## config.mk

```make
export PLATFORM = sky130hd
export DESIGN_NAME = demux_stream_flat
export DESIGN_NICKNAME = d
export VERILOG_FILES = /design/src/rtl/demux_stream_if.sv /design/src/rtl/demux_stream.sv /design/src/flat_wrapper.sv
export SDC_FILE = /design/constraint.sdc
export NUM_CORES = 1
export LEC_CHECK = 0
export BUFFER_PORTS_ARGS = -buffer_cell sky130_fd_sc_hd__buf_2
export CAP_MARGIN = 10
export CORE_MARGIN = 10
export CORE_UTILIZATION = 55
export DETAILED_ROUTE_END_ITERATION = 10
export PLACE_DENSITY = 0.77
export SLEW_MARGIN = 0
export SYNTH_ARGS = -nofsm -noshare
export SYNTH_HDL_FRONTEND = slang
export SYNTH_SLANG_ARGS = --single-unit
```

## constraint.sdc

```tcl
create_clock -name clk -period 2.2 [get_ports clk]
set_input_delay 0.33 -clock clk [delete_from_list [all_inputs] [get_ports clk]]
set_output_delay 0.33 -clock clk [all_outputs]
set_load 0.01 [all_outputs]
```

## src/rtl/demux_stream_if.sv

```systemverilog
// Stream bundle for demux_stream: one select-tagged input port and two
// buffered output channels, each with valid/ready handshakes.
interface demux_stream_if #(
    parameter int W = 4
);
    logic         in_valid;
    logic         in_ready;
    logic [W-1:0] in_data;
    logic         in_sel;

    logic         out0_valid;
    logic         out0_ready;
    logic [W-1:0] out0_data;

    logic         out1_valid;
    logic         out1_ready;
    logic [W-1:0] out1_data;

    // master: the source of input words and the consumer of both channels
    modport master (
        output in_valid, in_data, in_sel, out0_ready, out1_ready,
        input  in_ready, out0_valid, out0_data, out1_valid, out1_data
    );

    modport slave (
        input  in_valid, in_data, in_sel, out0_ready, out1_ready,
        output in_ready, out0_valid, out0_data, out1_valid, out1_data
    );
endinterface

```

## src/rtl/demux_stream.sv

```systemverilog
// Two-way stream demultiplexer: routes each input word by its select bit into
// one of two independent FIFOs, with saturating accept counters and levels.
module demux_stream #(
    parameter int W     = 4,
    parameter int DEPTH = 4
) (
    input  logic                   clk,
    input  logic                   rst,
    demux_stream_if.slave          bus,
    output logic [7:0]             cnt0,
    output logic [7:0]             cnt1,
    output logic [$clog2(DEPTH):0] level0,
    output logic [$clog2(DEPTH):0] level1
);
    localparam int AW = $clog2(DEPTH);
    localparam int PW = AW + 1;

    logic [W-1:0]  mem  [2][DEPTH];
    logic [PW-1:0] wptr [2];
    logic [PW-1:0] rptr [2];
    logic [7:0]    cnt  [2];
    logic [PW-1:0] level [2];
    logic [W-1:0]  head [2];

    logic [1:0] full;
    logic [1:0] empty;
    logic [1:0] valid;
    logic [1:0] push;
    logic [1:0] pop;
    logic       in_ready;

    // Extra pointer MSB distinguishes full from empty when the index bits match.
    always_comb begin
        full  = '0;
        empty = '0;
        valid = '0;
        for (int k = 0; k < 2; k++) begin
            level[k] = '0;
            head[k]  = '0;
        end
        for (int k = 0; k < 2; k++) begin
            empty[k] = (wptr[k] == rptr[k]);
            full[k]  = (wptr[k][AW] != rptr[k][AW]) &&
                       (wptr[k][AW-1:0] == rptr[k][AW-1:0]);
            valid[k] = rst && !empty[k];
            level[k] = rst ? (wptr[k] - rptr[k]) : '0;
            head[k]  = valid[k] ? mem[k][rptr[k][AW-1:0]] : '0;
        end
    end

    always_comb begin
        in_ready = rst && !full[bus.in_sel];
        push     = '0;
        push[0]  = bus.in_valid && in_ready && !bus.in_sel;
        push[1]  = bus.in_valid && in_ready &&  bus.in_sel;
        pop      = '0;
        pop[0]   = valid[0] && bus.out0_ready;
        pop[1]   = valid[1] && bus.out1_ready;
    end

    always_ff @(posedge clk) begin
        if (!rst) begin
            for (int k = 0; k < 2; k++) begin
                wptr[k] <= '0;
                rptr[k] <= '0;
                cnt[k]  <= '0;
            end
        end else begin
            for (int k = 0; k < 2; k++) begin
                if (push[k]) begin
                    wptr[k] <= wptr[k] + PW'(1);
                    if (cnt[k] != 8'hFF)
                        cnt[k] <= cnt[k] + 8'd1;
                end
                if (pop[k])
                    rptr[k] <= rptr[k] + PW'(1);
            end
        end
    end

    // Storage is deliberately left out of reset; only pointers define contents.
    always_ff @(posedge clk) begin
        for (int k = 0; k < 2; k++) begin
            if (push[k])
                mem[k][wptr[k][AW-1:0]] <= bus.in_data;
        end
    end

    assign bus.in_ready   = in_ready;
    assign bus.out0_valid = valid[0];
    assign bus.out1_valid = valid[1];
    assign bus.out0_data  = head[0];
    assign bus.out1_data  = head[1];

    assign cnt0   = rst ? cnt[0] : 8'd0;
    assign cnt1   = rst ? cnt[1] : 8'd0;
    assign level0 = level[0];
    assign level1 = level[1];
endmodule

```

## src/flat_wrapper.sv

```systemverilog
// flat-port wrapper written by rule: the top's interface ports become plain ports
module demux_stream_flat 
#(
    parameter int W     = 4,
    parameter int DEPTH = 4
)
  (clk, rst, cnt0, cnt1, level0, level1, bus_in_valid, bus_in_data, bus_in_sel, bus_out0_ready, bus_out1_ready, bus_in_ready, bus_out0_valid, bus_out0_data, bus_out1_valid, bus_out1_data);
  demux_stream_if #(.W(W)) bus_i ();
  input  logic clk;
  input  logic rst;
  output logic [7:0] cnt0;
  output logic [7:0] cnt1;
  output logic [$clog2(DEPTH):0] level0;
  output logic [$clog2(DEPTH):0] level1;
  input wire logic [$bits(bus_i.in_valid)-1:0] bus_in_valid;
  input wire logic [$bits(bus_i.in_data)-1:0] bus_in_data;
  input wire logic [$bits(bus_i.in_sel)-1:0] bus_in_sel;
  input wire logic [$bits(bus_i.out0_ready)-1:0] bus_out0_ready;
  input wire logic [$bits(bus_i.out1_ready)-1:0] bus_out1_ready;
  output wire logic [$bits(bus_i.in_ready)-1:0] bus_in_ready;
  output wire logic [$bits(bus_i.out0_valid)-1:0] bus_out0_valid;
  output wire logic [$bits(bus_i.out0_data)-1:0] bus_out0_data;
  output wire logic [$bits(bus_i.out1_valid)-1:0] bus_out1_valid;
  output wire logic [$bits(bus_i.out1_data)-1:0] bus_out1_data;
  assign bus_i.in_valid = bus_in_valid;
  assign bus_i.in_data = bus_in_data;
  assign bus_i.in_sel = bus_in_sel;
  assign bus_i.out0_ready = bus_out0_ready;
  assign bus_i.out1_ready = bus_out1_ready;
  assign bus_in_ready = bus_i.in_ready;
  assign bus_out0_valid = bus_i.out0_valid;
  assign bus_out0_data = bus_i.out0_data;
  assign bus_out1_valid = bus_i.out1_valid;
  assign bus_out1_data = bus_i.out1_data;
  demux_stream #(.W(W), .DEPTH(DEPTH)) u_core (.clk(clk), .rst(rst), .bus(bus_i), .cnt0(cnt0), .cnt1(cnt1), .level0(level0), .level1(level1));
endmodule
```

---- Word-level counts from Yosys, hierarchy flattened ----
Memory sizes are Yosys's and may differ from the RTL's.
Index checks and enable logic that the tools add are counted.
word-level totals
  register bits after elaboration ......... 0
  latch bits .............................. 0
  bits in writable memories ............... 60
  ROM bits ................................ 0
  bits of input ports ..................... 10
  output and inout port bits .............. 33
  word-level logic and storage cells ...... 104
  memories ................................ 4
memory list
  name         words  width  read ports  clocked after memory_dff  wr ports  line                text
  u_core.mem   2      16     2           0                         1         demux_stream.sv:18  logic [W-1:0] mem [2][DEPTH];
  u_core.cnt   2      8      2           0                         2         demux_stream.sv:21  logic [7:0] cnt [2];
  u_core.rptr  2      3      2           0                         2         demux_stream.sv:20  logic [PW-1:0] rptr [2];
  u_core.wptr  2      3      2           0                         2         demux_stream.sv:19  logic [PW-1:0] wptr [2];
operators by class
  $add $sub $neg .......................... 8
  $mul .................................... 0
  divide/modulo/power cells ............... 0
  $lt $le $gt $ge ......................... 7
  equal/unequal tests ..................... 8
  shift operators ......................... 0
  mux-type cells .......................... 50
  bitwise operators ....................... 10
  reductions and logical operators ........ 17
operator list
  cell                                                                           number
  16-bit 2-to-1 mux                                                              4
  4-bit 2-to-1 mux                                                               8
  8-bit 2-to-1 mux                                                               4
  1-bit 2-to-1 mux                                                               24
  3-bit 2-to-1 mux                                                               6
  8-bit by 1-bit adder with 8-bit output (second input constant)                 2
  4-bit binary-select mux with 2-bit select                                      2
  4-bit demux with 2-bit select                                                  2
  8-bit inequality test (second input constant)                                  2
  16-bit OR reduction                                                            1
  3-bit by 1-bit adder with 3-bit output (second input constant)                 4
  3-bit >= comparator (second input constant)                                    4
  1-bit logical AND                                                              12
  2-bit inverter with 3-bit output                                               4
  3-bit == test                                                                  2
  3-bit by 1-bit less-than comparator with 1-bit output (second input constant)  2
  1-bit bitwise OR                                                               6
  3-bit subtractor                                                               2
  2-bit == test                                                                  2
  1-bit logical NOT                                                              4
  1-bit by 2-bit less-than comparator with 1-bit output (second input constant)  1
  1-bit inequality test                                                          2

---- Logic depth before layout (Yosys ltp) ----
  word-level depth ........................ 12
  mapped depth ............................ 6
  gate-level depth less buffers ........... 6

---- Least setup slack after synthesis ----
Ideal clock, no wire load.
  kind .................................... register to register
  start point ............................. mem u_core.rptr[0][1] (netlist name)
  end point ............................... mem u_core.rptr[0][2] (netlist name) (data pin)
  setup time .............................. 0.270 ns
  arrival time ............................ 1.585 ns
  required time ........................... 1.930 ns
  setup slack ............................. 0.345 ns
  cell stages (with the launch flop) ...... 7
  path buffers ............................ 0
  period minus slack after synthesis ...... 1.855 ns
  cell sequence ........................... edfxtp_1 -> inv_1 -> ha_1 -> nand2_1 -> o21a_1 -> a22oi_1 -> nor2_1
RTL lines
  element             line
  start: declaration  demux_stream.sv:20

==> impl_metrics.xml <==
<?xml version="1.0" encoding="UTF-8"?>
<metrics>
  <group name="run_status">
    <metric name="status" unit="">complete, no violations</metric>
  </group>
  <group name="sta">
    <metric name="worst_pin_slew" unit="ps">480</metric>
    <metric name="drv_slew" unit="">0</metric>
    <metric name="hold-worst-slack" unit="ps">283</metric>
    <metric name="report.final.hold_viol_count" unit="">0</metric>
    <metric name="finalSetupTns" unit="ps">0</metric>
    <metric name="fin_worst_skew" unit="ps">8.23</metric>
    <metric name="achievable-frequency" unit="MHz">471</metric>
    <metric name="finalSetupViolCount" unit="">0</metric>
    <metric name="min_period_over_period" unit="%">96.6</metric>
    <metric name="min_period" unit="ps">2120</metric>
    <metric name="grt_setup_unrepaired" unit="">false</metric>
    <metric name="slew_headroom" unit="%">67.9</metric>
  </group>
  <group name="finish">
    <metric name="area_growth_syn_to_layout" unit="%">19.1</metric>
    <metric name="num-fill-cells" unit="">430</metric>
    <metric name="number_of_antenna_cells_inserted" unit="">0</metric>
    <metric name="utilization" unit="%">67.1</metric>
    <metric name="instances_no_fill" unit="">367</metric>
    <metric name="layout_commonest_cell" unit="">edfxtp_1</metric>
    <metric name="layout-drive-gt1-share" unit="%">29.2</metric>
    <metric name="most_frequent_cells_in_the_layout" unit="">60 x edfxtp_1, 42 x buf_2, 34 x and2_1</metric>
    <metric name="design_area" unit="mm^2">0.00367</metric>
    <metric name="finish.net_count" unit="">318</metric>
  </group>
  <group name="grt">
    <metric name="grt_pass1_wl" unit="um">9850</metric>
    <metric name="vias_in_the_first_global_route" unit="">2087</metric>
    <metric name="initial_antenna_violation_count" unit="">0</metric>
    <metric name="globalRouteOverflowTotal" unit="">0</metric>
    <metric name="gr-usage-all-layers" unit="%">14.3</metric>
    <metric name="pin_count_of_the_biggest_net_entering_global_routing" unit="">24</metric>
  </group>
  <group name="power">
    <metric name="ir_drop" unit="V">0.000448</metric>
    <metric name="powerDensity" unit="mW/mm^2">825</metric>
    <metric name="static_leakage" unit="nW">1.45</metric>
  </group>
  <group name="placement">
    <metric name="place.detailed.instances" unit="">348</metric>
    <metric name="gpl_wtd_cong" unit="">0.788</metric>
    <metric name="placement.io_buffers" unit="">42</metric>
    <metric name="post_dp_cell_area" unit="mm^2">0.00342</metric>
    <metric name="post-dp-hpwl" unit="um">4420</metric>
  </group>
  <group name="critical_path">
    <metric name="wp_data_required" unit="ps">1870</metric>
    <metric name="crit_slowest_cell" unit="">fa_2</metric>
    <metric name="worst-endpoint-arrival" unit="ps">1790</metric>
    <metric name="crit_path_max_incr_delay" unit="ps">380</metric>
    <metric name="critical_path_peak_fanout" unit="">3</metric>
    <metric name="crit_path_start_kind" unit="">flip-flop</metric>
    <metric name="path_cells" unit="">inv_2, ha_2, fa_2, xor2_1, and2_1, buf_2</metric>
    <metric name="critPathBufInv" unit="">2</metric>
    <metric name="path_class" unit="">reg2out</metric>
    <metric name="critical_path.top_delay_family" unit="">adder cells</metric>
    <metric name="register_to_register_setup_slack" unit="ps">240</metric>
    <metric name="end_kind" unit="">output pin</metric>
  </group>
  <group name="cts">
    <metric name="cts.sink_count" unit="">60</metric>
    <metric name="cts_tree" unit="">built</metric>
    <metric name="ctsRootBufferMaster" unit="">clkbuf_8</metric>
    <metric name="clk_pin_slew_worst_paths" unit="ps">70</metric>
    <metric name="cts_htree_levels" unit="">3</metric>
    <metric name="cts-root-to-sink-buffers" unit="">2</metric>
    <metric name="clock_insertion_delay_worst_skew" unit="ps">340</metric>
    <metric name="cts-hold-fix-buffers" unit="">0</metric>
    <metric name="number_of_clock_buffers_inserted_by_tritoncts" unit="">9</metric>
  </group>
  <group name="route">
    <metric name="drtAntennaViolNets" unit="">0</metric>
    <metric name="average_via_count_per_standard_cell" unit="">5.27</metric>
    <metric name="initialDrtViolationCount" unit="">85</metric>
    <metric name="wl" unit="um">5920</metric>
    <metric name="detailroute.via_count" unit="">1934</metric>
    <metric name="wl_per_cell" unit="um">16.1</metric>
    <metric name="drtPass1Iterations" unit="">4</metric>
    <metric name="drc" unit="">0</metric>
  </group>
  <group name="synthesis">
    <metric name="synthesis.instances" unit="">231</metric>
    <metric name="postSynth.asyncResetShare" unit="%">0</metric>
    <metric name="yosys_register_bits" unit="">60</metric>
    <metric name="yosys.cell_types.count" unit="">28</metric>
    <metric name="synth-seq-area-share" unit="%">58.4</metric>
    <metric name="synth-edff-count" unit="">60</metric>
    <metric name="net_count_of_the_mapped_netlist" unit="">259</metric>
    <metric name="yosys_warnings" unit="">0</metric>
    <metric name="synth.cell_area" unit="mm^2">0.00309</metric>
    <metric name="synth_area_per_cell" unit="um^2">13.4</metric>
    <metric name="synthFlopType" unit="">edfxtp_1</metric>
  </group>
  <group name="job">
    <metric name="max_cap_viol_count" unit="">0</metric>
  </group>
  <group name="die">
    <metric name="initial_utilization" unit="%">56.4</metric>
    <metric name="die_area" unit="mm^2">0.00901</metric>
    <metric name="floorplan.die.height" unit="um">94.9</metric>
    <metric name="core_area" unit="mm^2">0.00547</metric>
    <metric name="dieWidth" unit="um">94.9</metric>
    <metric name="placementRows" unit="">27</metric>
    <metric name="io_pins" unit="">43</metric>
  </group>
  <group name="worst_hold_path">
    <metric name="worst_hold_path_type" unit="">in2reg</metric>
  </group>
</metrics>
-- worst reg2reg max path, stage by stage (launching register included) --
cell	delay, ps
edfxtp_1	410
inv_2	100
ha_2	300
a31oi_2	440
nand2_1	90
nand2_1	290
-- timing repair --
item,4_1_cts,5_1_grt
gates resized for setup,3,5
endpoints found under the setup margin,6,10
setup buffers,2,1
-- metrics by stage --
stage                     total power [mW]  setup slack (ps)
final                                 3.03              75.4
after global routing                  3.18              7.90
after CTS                             3.05             -1.65
after detailed placement              1.99               182
after global placement                1.97               283
after floorplan                       1.78               345
-- cell families (layout without fill, tap and decap cells) --
kind of cell	Yosys count	in the layout	share of synthesized area [%]
adders and majority gates	18	18	7.78
and+or+nand+nor	101	101	16.8
AOI/OAI and AO/OA	10	10	3.61
xor gates and xnor gates	20	20	5.67
muxes	8	8	5.84
DFF	60	60	58.4
buffers and inverters	14	78	1.95
-- per-layer routing --
layer / track usage [%] / vias up / wire length, um
li1: - / 939 / -
met1: 16.0 / 937 / 2530
met2: 23.7 / 48 / 2890
met3: 4.68 / 10 / 403
met4: 7.48 / 0 / 99
met5: 0 / - / 0
-- area by class of cell --
type	count	area, um^2	share of cell area (%)
sequential	60	1800	49.0
multi-input combinational	157	1240	33.9
clock inverter	5	76.3	2.08
tap	72	90.1	2.45
timing repair buffer	54	300	8.17
inverter	8	30.0	0.817
clock buffer	11	131	3.58
-- worst paths after layout --
kind / start / end / cells after the start
setup / recovery: u_core.wptr[0][3]$_SDFFCE_PN0P_ / level1[2] / 6
hold / removal: bus_in_data[3] / u_core.mem[0][7]$_DFFE_PP_ / 1
setup reg to reg: u_core.wptr[0][3]$_SDFFCE_PN0P_ / u_core.cnt[0][13]$_SDFFCE_PN0P_ / 5
hold reg to reg: u_core.cnt[0][8]$_SDFFCE_PN0P_ / u_core.cnt[0][8]$_SDFFCE_PN0P_ / 1
-- cells in the mapped netlist (2+ instances only) --
library cell | instances | area, um^2
fa_1 | 2 | 40.0
a21oi_1 | 2 | 10.0
nand2_1 | 16 | 60.1
xnor2_1 | 9 | 78.8
nand2b_1 | 2 | 12.5
nand4_1 | 3 | 18.8
mux4_2 | 8 | 180
edfxtp_1 | 60 | 1800
and2_1 | 34 | 213
ha_1 | 16 | 200
xor2_1 | 11 | 96.3
nor2_1 | 26 | 97.6
nor2b_1 | 8 | 50.1
clkbuf_1 | 5 | 18.8
inv_1 | 8 | 30.0
nand3_1 | 8 | 40.0
o21a_1 | 2 | 15.0
-- sequential cells by signal (all words and copies together), names as in the netlist --
name	count
u_core.wptr	6
u_core.cnt	16
u_core.mem	32
u_core.rptr	6
-- report_power, final --
part | internal, mW | switching [mW] | leakage [nW]
logic | 0.270 | 0.302 | 0.763
clock network | 0.633 | 0.427 | 0.101
registers | 1.34 | 0.0571 | 0.582
total | 2.25 | 0.786 | 1.45
(Power assumes the default switching activity.)
